--- src/rtl/mips_fetch_unit_pkg.sv ---
// Shared fetch-stage definitions: branch condition codes, PC mux selects,
// fetch FSM states and the branch-taken evaluation used by the next-PC logic.
package mips_fetch_unit_pkg;

  localparam logic [2:0] BR_EQ   = 3'b000;
  localparam logic [2:0] BR_NE   = 3'b001;
  localparam logic [2:0] BR_LEZ  = 3'b010;
  localparam logic [2:0] BR_GTZ  = 3'b011;
  localparam logic [2:0] BR_LTZ  = 3'b100;
  localparam logic [2:0] BR_GEZ  = 3'b101;
  localparam logic [2:0] BR_NONE = 3'b111;

  localparam logic [1:0] PCSEL_SEQ = 2'b00;
  localparam logic [1:0] PCSEL_BR  = 2'b01;
  localparam logic [1:0] PCSEL_JR  = 2'b10;
  localparam logic [1:0] PCSEL_J   = 2'b11;

  typedef enum logic [1:0] {
    S_FETCH = 2'd0,
    S_VALID = 2'd1,
    S_EXEC  = 2'd2,
    S_HALT  = 2'd3
  } fetch_state_t;

  // All comparisons against zero treat rs as two's complement.
  function automatic logic br_taken(input logic [2:0] brcond,
                                    input logic [31:0] rs,
                                    input logic [31:0] rt);
    logic taken;
    taken = 1'b0;
    case (brcond)
      BR_EQ:   taken = (rs == rt);
      BR_NE:   taken = (rs != rt);
      BR_LEZ:  taken = ($signed(rs) <= 0);
      BR_GTZ:  taken = ($signed(rs) > 0);
      BR_LTZ:  taken = ($signed(rs) < 0);
      BR_GEZ:  taken = ($signed(rs) >= 0);
      default: taken = 1'b0;
    endcase
    return taken;
  endfunction

endpackage

--- src/rtl/mips_next_pc.sv ---
// Combinational next-PC resolution: branch evaluation plus the four-way target mux.
// Zero latency; no handshake, the caller decides when the result is used.
module mips_next_pc
  import mips_fetch_unit_pkg::*;
(
  input  logic [31:0] pc,
  input  logic [25:0] instr_idx,
  input  logic [1:0]  pcsel,
  input  logic [2:0]  brcond,
  input  logic [31:0] rs,
  input  logic [31:0] rt,
  output logic [31:0] next_pc
);

  logic [31:0] pc4;
  logic [31:0] br_off;

  assign pc4    = pc + 32'd4;
  assign br_off = {{14{instr_idx[15]}}, instr_idx[15:0], 2'b00};

  always_comb begin
    next_pc = pc4;
    case (pcsel)
      PCSEL_SEQ: next_pc = pc4;
      PCSEL_BR:  next_pc = br_taken(brcond, rs, rt) ? (pc4 + br_off) : pc4;
      PCSEL_JR:  next_pc = rs;
      PCSEL_J:   next_pc = {pc4[31:28], instr_idx, 2'b00};
      default:   next_pc = pc4;
    endcase
  end

endmodule

--- src/rtl/mips_fetch_unit.sv ---
// Non-speculative fetch stage: one instruction in flight, fetch -> decode -> retire -> next PC.
// if_valid holds with stable data until if_ready; a new fetch starts only after retirement.
module mips_fetch_unit
  import mips_fetch_unit_pkg::*;
#(
  parameter logic [31:0] RESET_PC = 32'h0040_0000
) (
  input  logic        clk,
  input  logic        rst,
  output logic        imem_req,
  output logic [31:0] imem_addr,
  input  logic        imem_ack,
  input  logic [31:0] imem_rdata,
  output logic        if_valid,
  input  logic        if_ready,
  output logic [31:0] if_instr,
  output logic [31:0] if_pc,
  output logic [31:0] if_pc4,
  input  logic        res_valid,
  input  logic [1:0]  res_pcsel,
  input  logic [2:0]  res_brcond,
  input  logic [31:0] res_rs,
  input  logic [31:0] res_rt,
  input  logic        res_sys,
  output logic        halted,
  output logic        addr_err
);

  fetch_state_t state, state_nxt;
  logic [31:0]  pc;
  logic [31:0]  instr;
  logic         addr_err_q;
  logic [31:0]  next_pc;
  logic         misaligned;

  mips_next_pc u_next_pc (
    .pc        (pc),
    .instr_idx (instr[25:0]),
    .pcsel     (res_pcsel),
    .brcond    (res_brcond),
    .rs        (res_rs),
    .rt        (res_rt),
    .next_pc   (next_pc)
  );

  assign misaligned = (next_pc[1:0] != 2'b00);

  always_ff @(posedge clk) begin
    if (rst) state <= S_FETCH;
    else     state <= state_nxt;
  end

  always_comb begin
    state_nxt = state;
    case (state)
      S_FETCH: if (imem_ack) state_nxt = S_VALID;
      S_VALID: if (if_ready) state_nxt = S_EXEC;
      S_EXEC:  if (res_valid) state_nxt = (res_sys || misaligned) ? S_HALT : S_FETCH;
      S_HALT:  state_nxt = S_HALT;
      default: state_nxt = S_FETCH;
    endcase
  end

  // A syscall freezes pc as-is; a bad target also leaves pc at the offending instruction.
  always_ff @(posedge clk) begin
    if (rst) begin
      pc         <= RESET_PC;
      instr      <= 32'd0;
      addr_err_q <= 1'b0;
    end else begin
      if (state == S_FETCH && imem_ack)
        instr <= imem_rdata;
      if (state == S_EXEC && res_valid && !res_sys) begin
        if (misaligned) addr_err_q <= 1'b1;
        else            pc         <= next_pc;
      end
    end
  end

  // Every output is forced low while rst is asserted, even though state already reads S_FETCH.
  assign imem_req  = !rst && (state == S_FETCH);
  assign imem_addr = rst ? 32'd0 : pc;
  assign if_valid  = !rst && (state == S_VALID);
  assign if_instr  = rst ? 32'd0 : instr;
  assign if_pc     = rst ? 32'd0 : pc;
  assign if_pc4    = rst ? 32'd0 : (pc + 32'd4);
  assign halted    = !rst && (state == S_HALT);
  assign addr_err  = !rst && addr_err_q;

endmodule

--- config.mk ---
export PLATFORM = sky130hd
export DESIGN_NAME = mips_fetch_unit
export DESIGN_NICKNAME = d
export VERILOG_FILES = /design/src/rtl/mips_fetch_unit_pkg.sv /design/src/rtl/mips_next_pc.sv /design/src/rtl/mips_fetch_unit.sv
export SDC_FILE = /design/constraint.sdc
export NUM_CORES = 1
export LEC_CHECK = 0
export ABC_CLOCK_PERIOD_IN_PS = 6700
export CAP_MARGIN = 10
export CORE_UTILIZATION = 35
export DETAILED_ROUTE_END_ITERATION = 8
export DONT_BUFFER_PORTS = 1
export PLACE_DENSITY = 0.49
export SLEW_MARGIN = 25
export SYNTH_ARGS = -nofsm -noshare
export SYNTH_HDL_FRONTEND = slang
export SYNTH_SLANG_ARGS = --single-unit
--- constraint.sdc ---
create_clock -name clk -period 6.7 [get_ports clk]
set_clock_uncertainty 0.05 [all_clocks]
set_input_delay 1.34 -clock clk [delete_from_list [all_inputs] [get_ports clk]]
set_output_delay 1.34 -clock clk [all_outputs]
set_load 0.02 [all_outputs]
After elaboration in Yosys (flattened, before gate mapping)
Index checks and enable logic that the tools add are counted.
{ "op_classes": {"addsub": 2, "magnitude_cmp": 4, "n_eq_ne": 16, "n_mux": 12, "n_bitwise": 1, "n_reduce_logical": 17} }
{ "op_table": {"columns": ["operator", "n"], "rows": [
  ["$mux W32", 4],
  ["$pmux W32 S4", 1],
  ["$add A32 B3 Y32 const B", 1],
  ["$add A32 B32 Y32", 1],
  ["$eq A32 B32 Y1", 1],
  ["$ge A32 B1 Y1 const B", 1],
  ["$gt A32 B1 Y1 const B", 1],
  ["$le A32 B1 Y1 const B", 1],
  ["$lt A32 B1 Y1 const B", 1],
  ["$ne A32 B32 Y1", 1],
  ["$eq A2 B2 Y1 const B", 4],
  ["$mux W2", 4],
  ["$pmux W2 S4", 1],
  ["$logic_and A1 B1 Y1", 7],
  ["$eq A3 B2 Y1 const B", 2],
  ["$eq A3 B3 Y1 const B", 2],
  ["$ne A2 B2 Y1 const B", 3],
  ["$pmux W1 S6", 1],
  ["$eq A2 B1 Y1 const B", 2],
  ["$logic_not A2 Y1", 2],
  ["$reduce_and A2 Y1", 2],
  ["$eq A3 B1 Y1 const B", 1],
  ["$logic_not A3 Y1", 1],
  ["$reduce_and A3 Y1", 1],
  ["other kinds (5)", 6]
]} }
{ "word_totals": {"ff_bits": 67, "out_inout_bits": 132} }

Logic depth before layout (Yosys ltp)
Gate-level depths: netlist of run 1.
{ "depth": {"ltp_word": 10, "ltp_mapped": 18} }

Modules after synthesis
Synthesis of run 1 repeated with hierarchy kept, for this count alone.
{ "unflattened": {"cells_unflattened": 1008, "hier_area_um2": 7240.7} }
{ "by_module_without_submodules": {"columns": ["mod", "n_inst", "cells_each", "area_per_inst_um2", "seq_area_each_um2"], "rows": [
  ["mips_fetch_unit", 1, 527, 3746.1, 1341.3],
  ["mips_next_pc", 1, 481, 3494.6, 0.0]
]} }

Worst setup path before layout of run 1
Ideal clock, no wire load.
{ "synth_timing": {"path_type": "register to register", "startpoint": "register pc[2]", "endpoint": "register pc[29]", "setup_ns": 0.122, "arrival_ns": 3.795, "t_required_ns": 6.528, "slack_ns": 2.733, "stages_incl_launch_ff": 18, "synth_period_minus_slack_ns": 3.967, "cell_sequence": "dfxtp_1 > ha_1 > nand3_1 > or4_4 > buf_6 > nor2_4 > nand2_1 > xor2_1 > inv_1 > ha_1 > and3_1 > nand2_1 > o41a_1 > nor4_1 > or3_1 > xnor2_1 > nor3_1 > o32a_1"} }
{ "synth_via": {"elab_chain_len": 4} }
{ "synth_lines": {"columns": ["element", "line_no", "rtl"], "rows": [
  ["start: declaration", "mips_fetch_unit.sv:30", "logic [31:0] pc;"],
  ["start signal: assignment", "mips_fetch_unit.sv:75", "else pc <= next_pc;"],
  ["$add A32 B3 Y32 *", "mips_next_pc.sv:18", "assign pc4 = pc + 32'd4;"],
  ["$add A32 B32 Y32", "mips_next_pc.sv:25", "PCSEL_BR: next_pc = br_taken(brcond, rs, rt) ? (pc4 + br_off) : pc4;"],
  ["$mux W32", "mips_next_pc.sv:25", null],
  ["$pmux W32 S4 *", "mips_next_pc.sv:23", "case (pcsel)"]
]} }
Every way passes the cells marked *; elsewhere a longest branch is shown, timed or not.
A chain may end at the register's enable or synchronous reset.

Worst setup path in the final report of run 1
{ "layout_timing": {"startpoint": "register pc[2]", "endpoint": "register pc[31]"} }
Same word-level chain as after synthesis.

==> results of run 1 <==
registers in the layout (all words and copies together) (netlist names):
name	flops
instr	32
state	2
pc	32
addr_err_q	1
final cells by class:
type	count	area, sq um	area share
Sequential cell	67	1340	0.185
Tap cell	265	332	0.0458
Clock inverter	7	100	0.0138
Timing Repair Buffer	4	30.0	0.00414
Multi-Input combinational cell	774	5080	0.701
Clock buffer	9	225	0.0311
Inverter	36	135	0.0186
kinds of logic after synthesis:
| logic type | after synthesis |
|---|---|
| compound gates | 249 |
| xor+xnor | 81 |
| fa+ha+maj | 34 |
| buf+inv | 121 |
| flops | 67 |
| mux | 23 |
| simple gates | 387 |
synthesized netlist by cell type, types with 3 or more instances:
master and number:
nand2_1 124, a21oi_1 92, nor2_1 74, dfxtp_1 67, nor2b_1 58, xor2_1 47, o21ai_0 43, buf_4 37
inv_1 35, clkbuf_1 34, ha_1 33, xnor2_1 31, and2_1 23, nand3_1 19, nor4_1 19, a21o_1 16
and3_1 16, mux2i_1 14, nor3_1 14, buf_1 11, nand4_1 10, o21a_1 8, a211oi_1 7, a31oi_1 7
o211ai_1 7, o21bai_1 7, o221a_2 6, o31ai_1 6, a221o_1 5, mux4_2 5, a221oi_1 4, a311oi_1 4
mux2_2 4, nand2b_1 4, o221ai_1 4, o22ai_1 4, and4_1 3, or2_2 3
worst min-delay path, cell delays in order (launching register included):
cell	delay (ps)
dfxtp_1	300
nand2_1	50
a21oi_1	50
metal layers:
layer  wire (um)  up-vias
met5           0        -
met4         507        0
met3        2190       33
met2       12400      309
met1       12300     3235
li1            -     3230
worst paths after layout:
| kind | to | depth (start not counted) | start |
|---|---|---|---|
| setup / recovery | pc[31] | 16 | pc[2] |
| hold / removal | instr[29] | 2 | instr[29] |
| setup reg to reg | pc[31] | 16 | pc[2] |
| hold reg to reg | instr[29] | 2 | instr[29] |
per-stage QoR:
stage	worst slack, ps	area (sq um)	total power [W]	utilization	cells
finish	1820	7250	0.00124	0.371	1162
global route	1560	7250	0.00128	0.371	1162
CTS	1840	7250	0.00124	0.371	1162
detailed placement	1880	6920	0.000698	0.354	1146
global placement	1860	6920	0.000701	0.354	1146
floorplan	2730	7020	0.000645	-	962
report_power, final:
part | leakage (nW) | switching, W | internal (W)
sequential | 0.545 | 0.0000246 | 0.000416
combinational | 2.19 | 0.000163 | 0.0000883
clock | 0.160 | 0.000215 | 0.000330
==> results.sh, run 1 <==
export IMPL_status="complete, no violations"
export IMPL_die_area_sq_um=20600
export IMPL_worstSetupEndpointType="flop"
export IMPL_synth_edf_count=0
export IMPL_cts_hold_buf=0
export IMPL_grt_max_degree=124
export IMPL_core_sq_um=19500
export IMPL_slowest_stage="or4_4"
export IMPL_synth_top_area_share=0.191
export IMPL_fillers=2156
export IMPL_cts_tree="done"
export IMPL_viasPerCell=5.86
export IMPL_syn_inst=962
export IMPL_use_met1=0.361
export IMPL_yosysTopAreaCell="dfxtp_1"
export IMPL_relSlewSlack=0.276
export IMPL_cellLeakagePower_nw=2.90
export IMPL_yosys_most_used_dff="dfxtp_1"
export IMPL_syn_to_final_growth_pct=3.30
export IMPL_final_common_cell="nand2_1"
export IMPL_p_per_area_nw_per_um2=171
export IMPL_ios=239
export IMPL_grt_ovfl_total=0
export IMPL_tightest_slew_ps=1080
export IMPL_cts_resized=0
export IMPL_reg2reg_slack_ps=1820
export IMPL_hold_ws_ps=401
export IMPL_antenna_found_initial=0
export IMPL_synth_cell_area_sq_um=7020
export IMPL_drtIter0Drc=627
export IMPL_clock_path_buffers=2
export IMPL_synthTopCellsByArea="dfxtp_1, nand2_1, a21oi_1"
export IMPL_drv_slew=0
export IMPL_cp_cell_sequence="ha_1, nand3_1, or4_4, nor2_4, nand2_1, xor2_1, inv_1, ha_1, and3_1, nand2_1, o41a_1, nor4_1, o21ai_0, mux2i_1, mux2i_1, o211ai_1"
export IMPL_syn_area_per_cell_sq_um=7.29
export IMPL_n_antenna_cell=0
export IMPL_use_met3=0.0610
export IMPL_async_reset_ff_frac=0
export IMPL_firstDrtPassIters=5
export IMPL_clock_root_buffer="clkbuf_16"
export IMPL_max_freq_mhz=205
export IMPL_post_route_period_util=0.729
export IMPL_start_util=0.359
export IMPL_critical_path_arrival_ps=5070
export IMPL_vdd_drop_max_v=0.000126
export IMPL_place_gp_congestion=0.865
export IMPL_port_buffers=0
export IMPL_postCtsSetupBuffers=0
export IMPL_first_global_vias=6259
export IMPL_final_antenna_net_count=0
export IMPL_hold_path_class="reg -> reg"
export IMPL_drv_cap=0
export IMPL_die_height_um=144
export IMPL_cpPeakStageDelay_ps=630
export IMPL_rsz0062_at_grt="false"
export IMPL_synth_compound_area_share=0.235
export IMPL_drt_wl_total_mm=27.4
export IMPL_yosysWarnings=0
export IMPL_path_buf_inv=1
export IMPL_fp_dieW_um=144
export IMPL_finalNetCount=1033
export IMPL_row_count=51
export IMPL_synth_mux_area_frac=0.0424
export IMPL_crit_type="reg -> reg"
export IMPL_wire_per_inst_um=23.6
export IMPL_synth_distinct_cells=84
export IMPL_post_synth_and_or_nand_nor_area_fraction=0.279
export IMPL_hold_violations=0
export IMPL_synth_seq_area_share=0.191
export IMPL_track_usage=0.262
export IMPL_cp_max_fo=8
export IMPL_use_met2=0.406
export IMPL_drive_gt1_frac=0.0702
export IMPL_yosys_register_bits=67
export IMPL_grt_pass1_wl_mm=39.5
export IMPL_numCtsBuffers=9
export IMPL_clock_latency_ps=350
export IMPL_dp_hpwl_mm=20.6
export IMPL_totalNegativeSetupSlack_ps=0
export IMPL_synthXorXnorAreaFrac=0.104
export IMPL_drc=0
export IMPL_grt_busiest_layer="met2"
export IMPL_syn_nets=1103
export IMPL_required_ps=6890
export IMPL_vias=6807
export IMPL_clk_pin_slew_worst_paths_ps=70
export IMPL_synth_fa_ha_area_frac=0.0617
export IMPL_synth_top_family_by_area="simple AND/OR/NAND/NOR gates"
export IMPL_finalCriticalPeriod_ps=4880
export IMPL_crit_family="simple AND/OR/NAND/NOR gates"
export IMPL_cp_start_kind="flop"
export IMPL_cts_num_sinks=67
export IMPL_cts_max_level=3
export IMPL_setup_viol=0
export IMPL_final_cell_mix="nand2_1, a21oi_1, nor2_1, dfxtp_1, nor2b_1"
Power figures use the tool's default switching activity.
==> run 2: changes to the inputs <==
--- a/config.mk
+++ b/config.mk
@@ -5,7 +5,7 @@
 export SDC_FILE = /design/constraint.sdc
 export NUM_CORES = 1
 export LEC_CHECK = 0
-export ABC_CLOCK_PERIOD_IN_PS = 6700
+export ABC_CLOCK_PERIOD_IN_PS = 5000
 export CAP_MARGIN = 10
 export CORE_UTILIZATION = 35
 export DETAILED_ROUTE_END_ITERATION = 8
==> constraint.sdc (replaced) <==
create_clock -name clk -period 5 [get_ports clk]
set_clock_uncertainty 0.05 [all_clocks]
set_input_delay 1 -clock clk [delete_from_list [all_inputs] [get_ports clk]]
set_output_delay 1 -clock clk [all_outputs]
set_load 0.02 [all_outputs]
==> run 2 against run 1 <==
Core utilization grew 0.31 points. Global-route usage shrank 0.15 points. Wire length shrank 0.74%. Power grew 34%. Via count grew 0.68%. Maximum frequency grew 8.3%. Worst setup slack lost 1300 ps. Cell count grew 0.69%. Register-to-register slack lost 1300 ps. Sequential power grew 34%. Largest cell class unchanged. Highest routed layer unchanged.
==> results.sh, run 2 (synthesized netlist as in run 1, its figures left out) <==
export IMPL_final_antenna_net_count=0
export IMPL_cp_start_kind="flop"
export IMPL_numCtsBuffers=9
export IMPL_place_gp_congestion=0.920
export IMPL_core_sq_um=19500
export IMPL_drt_wl_total_mm=27.2
export IMPL_seq_power_share=0.355
export IMPL_drv_slew=0
export IMPL_first_global_vias=6333
export IMPL_cts_hold_buf=0
export IMPL_combPwrFrac=0.206
export IMPL_crit_type="reg -> reg"
export IMPL_cellLeakagePower_nw=2.94
export IMPL_totalNegativeSetupSlack_ps=0
export IMPL_grt_ovfl_total=0
export IMPL_finalNetCount=1041
export IMPL_cts_max_level=3
export IMPL_dp_hpwl_mm=20.9
export IMPL_finalInstanceArea_sq_um=7310
export IMPL_largestRegisters="instr (32), pc (32), state (2)"
export IMPL_drtIter0Drc=597
export IMPL_power_internal_w=0.00112
export IMPL_die_height_um=144
export IMPL_hold_violations=0
export IMPL_n_antenna_cell=0
export IMPL_grt_pass1_wl_mm=39.0
export IMPL_cp_max_fo=8
export IMPL_antenna_found_initial=0
export IMPL_drv_cap=0
export IMPL_p_per_area_nw_per_um2=227
export IMPL_vdd_drop_max_v=0.000164
export IMPL_port_buffers=0
export IMPL_finalCriticalPeriod_ps=4510
export IMPL_viasPerCell=5.86
export IMPL_fillers=2117
export IMPL_vias=6853
export IMPL_dr_wl_met3_mm=2.42
export IMPL_start_util=0.359
export IMPL_path_buf_inv=1
export IMPL_track_usage=0.261
export IMPL_rsz0062_at_grt="false"
export IMPL_cp_cell_sequence="ha_1, nand3_1, or4_4, nor2_4, nand2_1, xor2_1, inv_1, ha_1, and3_1, nand2_1, o41a_1, nor4_2, o21ai_0, mux2i_1, mux2i_1, o211ai_1"
export IMPL_clock_root_buffer="clkbuf_16"
export IMPL_wire_per_inst_um=23.3
export IMPL_slowest_stage="or4_4"
export IMPL_routed_top_layer="met4"
export IMPL_status="complete, no violations"
export IMPL_seq_area_sq_um=1340
export IMPL_max_freq_mhz=222
export IMPL_cts_num_sinks=67
export IMPL_cpPeakStageDelay_ps=620
export IMPL_clock_path_buffers=2
export IMPL_crit_family="simple AND/OR/NAND/NOR gates"
export IMPL_hold_path_class="reg -> reg"
export IMPL_worstSetupEndpointType="flop"
export IMPL_final_common_cell="nand2_1"
export IMPL_utilization=0.374
export IMPL_relSlewSlack=0.341
export IMPL_drc=0
export IMPL_placed_area_sq_um=6980
export IMPL_row_count=51
export IMPL_power_w=0.00166
export IMPL_tightest_slew_ps=987
export IMPL_required_ps=5190
export IMPL_clock_latency_ps=350
export IMPL_drive_gt1_frac=0.0796
export IMPL_clk_pin_slew_worst_paths_ps=70
export IMPL_switching_share=0.325
export IMPL_ios=239
export IMPL_cts_tree="done"
export IMPL_final_cell_mix="nand2_1, a21oi_1, nor2_1, dfxtp_1, nor2b_1"
export IMPL_clkPwrFrac=0.439
export IMPL_fp_dieW_um=144
export IMPL_firstDrtPassIters=5
export IMPL_post_route_period_util=0.902
export IMPL_p_switching_w=0.000540
export IMPL_syn_to_final_growth_pct=4.17
export IMPL_setup_viol=0
export IMPL_routed_wl_met2_mm=12.3
export IMPL_critical_path_arrival_ps=4700
export IMPL_multiInputGateArea_sq_um=5080
export IMPL_wl_met1_mm=11.6
export IMPL_die_area_sq_um=20600
export IMPL_grt_max_degree=124
run 2: worst paths after layout:
kind / startpoint / end / slack [ps] / cells past startpoint
max: pc[2] / pc[31] / 490 / 16
min: instr[31] / instr[31] / 400 / 2
max reg2reg: pc[2] / pc[31] / 490 / 16
min reg2reg: instr[31] / instr[31] / 400 / 2
run 2: layout make-up:
cell class,instances,share of cell area
timing repair buffer,12,0.0123
clock inverter,7,0.0137
clock buffer,9,0.0308
multi-input combinational,774,0.696
inverter,36,0.0185
sequential,67,0.184
tap,265,0.0454
run 2: what timing repair did:
item                       in CTS  in global routing
setup buffers                   0                  0
resized for setup               0                  1
setup endpoints to repair       0                  1
run 2: per-layer routing:
| metal | up-vias | GRT usage |
|---|---|---|
| li1 | 3232 | - |
| met1 | 3226 | 0.344 |
| met2 | 349 | 0.404 |
| met3 | 46 | 0.0686 |
| met4 | 0 | 0.0969 |
| met5 | - | 0 |
run 2: worst reg2reg max path, delay by kind of cell (launching register included):
kind                       cells  cell delay [ps]
AOI/OAI and AO/OA              3              750
xor gates and xnor gates       1              260
adders and majority gates      2              640
and+or+nand+nor                7             1740
buffers and inverters          1               80
DFF                            1              470
muxes                          2              410
run 2: power groups by stage:
stage          registers [W]  logic, W  clock network [W]
2_1_floorplan       0.000587  0.000277                  0
3_3_place_gp        0.000602  0.000341                  0
3_5_place_dp        0.000602  0.000339                  0
4_1_cts             0.000590  0.000341           0.000748
5_1_grt             0.000593  0.000372           0.000767
6_report            0.000590  0.000341           0.000729
run 2: stage by stage:
stage          hold WS (ps)  std cells  setup slack, ps
2_1_floorplan           379        962             1030
3_3_place_gp            383       1154              572
3_5_place_dp            387       1154              451
4_1_cts                 396       1170              423
5_1_grt                 419       1170              171
6_report                397       1170              491
==> run 3: changes to the inputs <==
--- a/config.mk
+++ b/config.mk
@@ -15,3 +15,4 @@
 export SYNTH_ARGS = -nofsm -noshare
 export SYNTH_HDL_FRONTEND = slang
 export SYNTH_SLANG_ARGS = --single-unit
+export TNS_END_PERCENT = 5
==> constraint.sdc (replaced) <==
create_clock -name clk -period 5 [get_ports clk]
set_clock_uncertainty 0.05 [all_clocks]
set_input_delay 0.25 -clock clk [delete_from_list [all_inputs] [get_ports clk]]
set_output_delay 0.25 -clock clk [all_outputs]
set_load 0.02 [all_outputs]
==> run 3 against run 2 <==
Power is 0.34% lower. Worst setup slack better by 31 ps. Critical path type unchanged. Via count is 2.3% higher. Flip-flop and latch count stayed put. Register-to-register slack better by 30 ps. Sequential power hardly changed. Cell count is 2.6% higher.
==> results.sh, run 3 (synthesized netlist as in run 1, its figures left out) <==
export IMPL_firstDrtPassIters=5
export IMPL_drv_cap=0
export IMPL_clk_pin_slew_worst_paths_ps=70
export IMPL_required_ps=5180
export IMPL_path_buf_inv=1
export IMPL_drc=0
export IMPL_grt_max_degree=86
export IMPL_clock_root_buffer="clkbuf_16"
export IMPL_relSlewSlack=0.274
export IMPL_cpPeakStageDelay_ps=620
export IMPL_cts_num_sinks=67
export IMPL_viasPerCell=5.84
export IMPL_die_area_sq_um=20600
export IMPL_seq_area_sq_um=1340
export IMPL_cts_max_level=3
export IMPL_multiInputGateArea_sq_um=5080
export IMPL_final_common_cell="nand2_1"
export IMPL_cp_max_fo=8
export IMPL_utilization=0.389
export IMPL_start_util=0.359
export IMPL_fp_dieW_um=144
export IMPL_clock_latency_ps=350
export IMPL_tightest_slew_ps=1080
export IMPL_antenna_found_initial=0
export IMPL_slowest_stage="or4_4"
export IMPL_dp_hpwl_mm=20.8
export IMPL_largestRegisters="instr (32), pc (32), state (2)"
export IMPL_cp_cell_sequence="ha_1, nand3_1, or4_4, nor2_4, nand2_1, xor2_1, inv_1, ha_1, and3_1, nand2_1, o41a_1, nor4_1, o21ai_0, mux2i_1, mux2i_1, o211ai_1"
export IMPL_ios=239
export IMPL_track_usage=0.273
export IMPL_n_antenna_cell=0
export IMPL_post_route_period_util=0.896
export IMPL_fillers=2141
export IMPL_crit_type="reg -> reg"
export IMPL_drt_wl_total_mm=28.4
export IMPL_postCtsSetupBuffers=0
export IMPL_dp_cells=1151
export IMPL_final_cell_mix="nand2_1, a21oi_1, nor2_1, dfxtp_1, nor2b_1"
export IMPL_vdd_drop_max_v=0.000146
export IMPL_hold_ws_ps=20.6
export IMPL_finalCriticalPeriod_ps=4480
export IMPL_cp_start_kind="flop"
export IMPL_totalNegativeSetupSlack_ps=0
export IMPL_die_height_um=144
export IMPL_final_antenna_net_count=0
export IMPL_place_gp_congestion=0.959
export IMPL_wire_per_inst_um=23.7
export IMPL_setup_viol=0
export IMPL_p_per_area_nw_per_um2=218
export IMPL_drv_slew=0
export IMPL_hold_path_class="in -> reg"
export IMPL_cts_tree="done"
export IMPL_finalNetCount=1071
export IMPL_stdcell_count=1200
export IMPL_cellLeakagePower_nw=3.05
export IMPL_rsz0062_at_grt="false"
export IMPL_first_global_vias=6542
export IMPL_status="complete, no violations"
export IMPL_syn_to_final_growth_pct=8.36
export IMPL_worstSetupEndpointType="flop"
export IMPL_max_freq_mhz=223
export IMPL_numCtsBuffers=9
export IMPL_core_sq_um=19500
export IMPL_drive_gt1_frac=0.0738
export IMPL_clock_path_buffers=2
export IMPL_grt_ovfl_total=0
export IMPL_drtIter0Drc=607
export IMPL_row_count=51
export IMPL_grt_pass1_wl_mm=40.8
export IMPL_port_buffers=0
export IMPL_critical_path_arrival_ps=4660
export IMPL_vias=7012
export IMPL_hold_violations=0
export IMPL_crit_family="simple AND/OR/NAND/NOR gates"
## run 3: layer usage
| metal | GRT usage | part of all wire |
|---|---|---|
| met5 | 0 | 0 |
| met4 | 0.107 | 0.033 |
| met3 | 0.0710 | 0.081 |
| met2 | 0.420 | 0.45 |
| met1 | 0.362 | 0.43 |
## run 3: area by class of cell
| class | count | share of cell area |
|---|---|---|
| clock buffers | 10 | 0.0314 |
| clock inverters | 6 | 0.00839 |
| inverters | 36 | 0.0178 |
| multi-input cells | 774 | 0.669 |
| flip-flops and latches | 67 | 0.176 |
| well taps | 265 | 0.0436 |
| repair buffers | 42 | 0.0537 |
## run 3: path summary, 6_finish.rpt
path | cells past startpoint | end | start | slack, ps
setup / recovery | 16 | pc[31] | pc[2] | 520
hold / removal | 2 | instr[4] | imem_rdata[4] | 20
setup reg to reg | 16 | pc[31] | pc[2] | 520
hold reg to reg | 2 | instr[29] | instr[29] | 400
## run 3: worst reg2reg max path, stage by stage, from the launching register on
cell	delay (ps)
dfxtp_1	460
ha_1	230
nand3_1	210
or4_4	620
nor2_4	190
nand2_1	80
xor2_1	250
inv_1	80
ha_1	390
and3_1	240
nand2_1	70
o41a_1	440
nor4_1	330
o21ai_0	190
mux2i_1	230
mux2i_1	200
o211ai_1	100
## run 3: where the power goes
part,internal [W],switching (W)
sequential,0.000558,0.0000334
combinational,0.000138,0.000235
clock,0.000401,0.000290
## run 3: metrics by stage
| step | power, W | instance area, sq um | setup WS (ps) |
|---|---|---|---|
| floorplan | 0.000864 | 7020 | 1030 |
| global placement | 0.000942 | 6950 | 643 |
| detailed placement | 0.000940 | 6960 | 549 |
| CTS | 0.00166 | 7590 | 537 |
| global route | 0.00172 | 7600 | 167 |
| finish | 0.00166 | 7600 | 521 |
## run 3: timing repair
action                                 CTS  global route
endpoints found under the hold margin   42             1
hold buffers                            32             1
resized for setup                        0             0
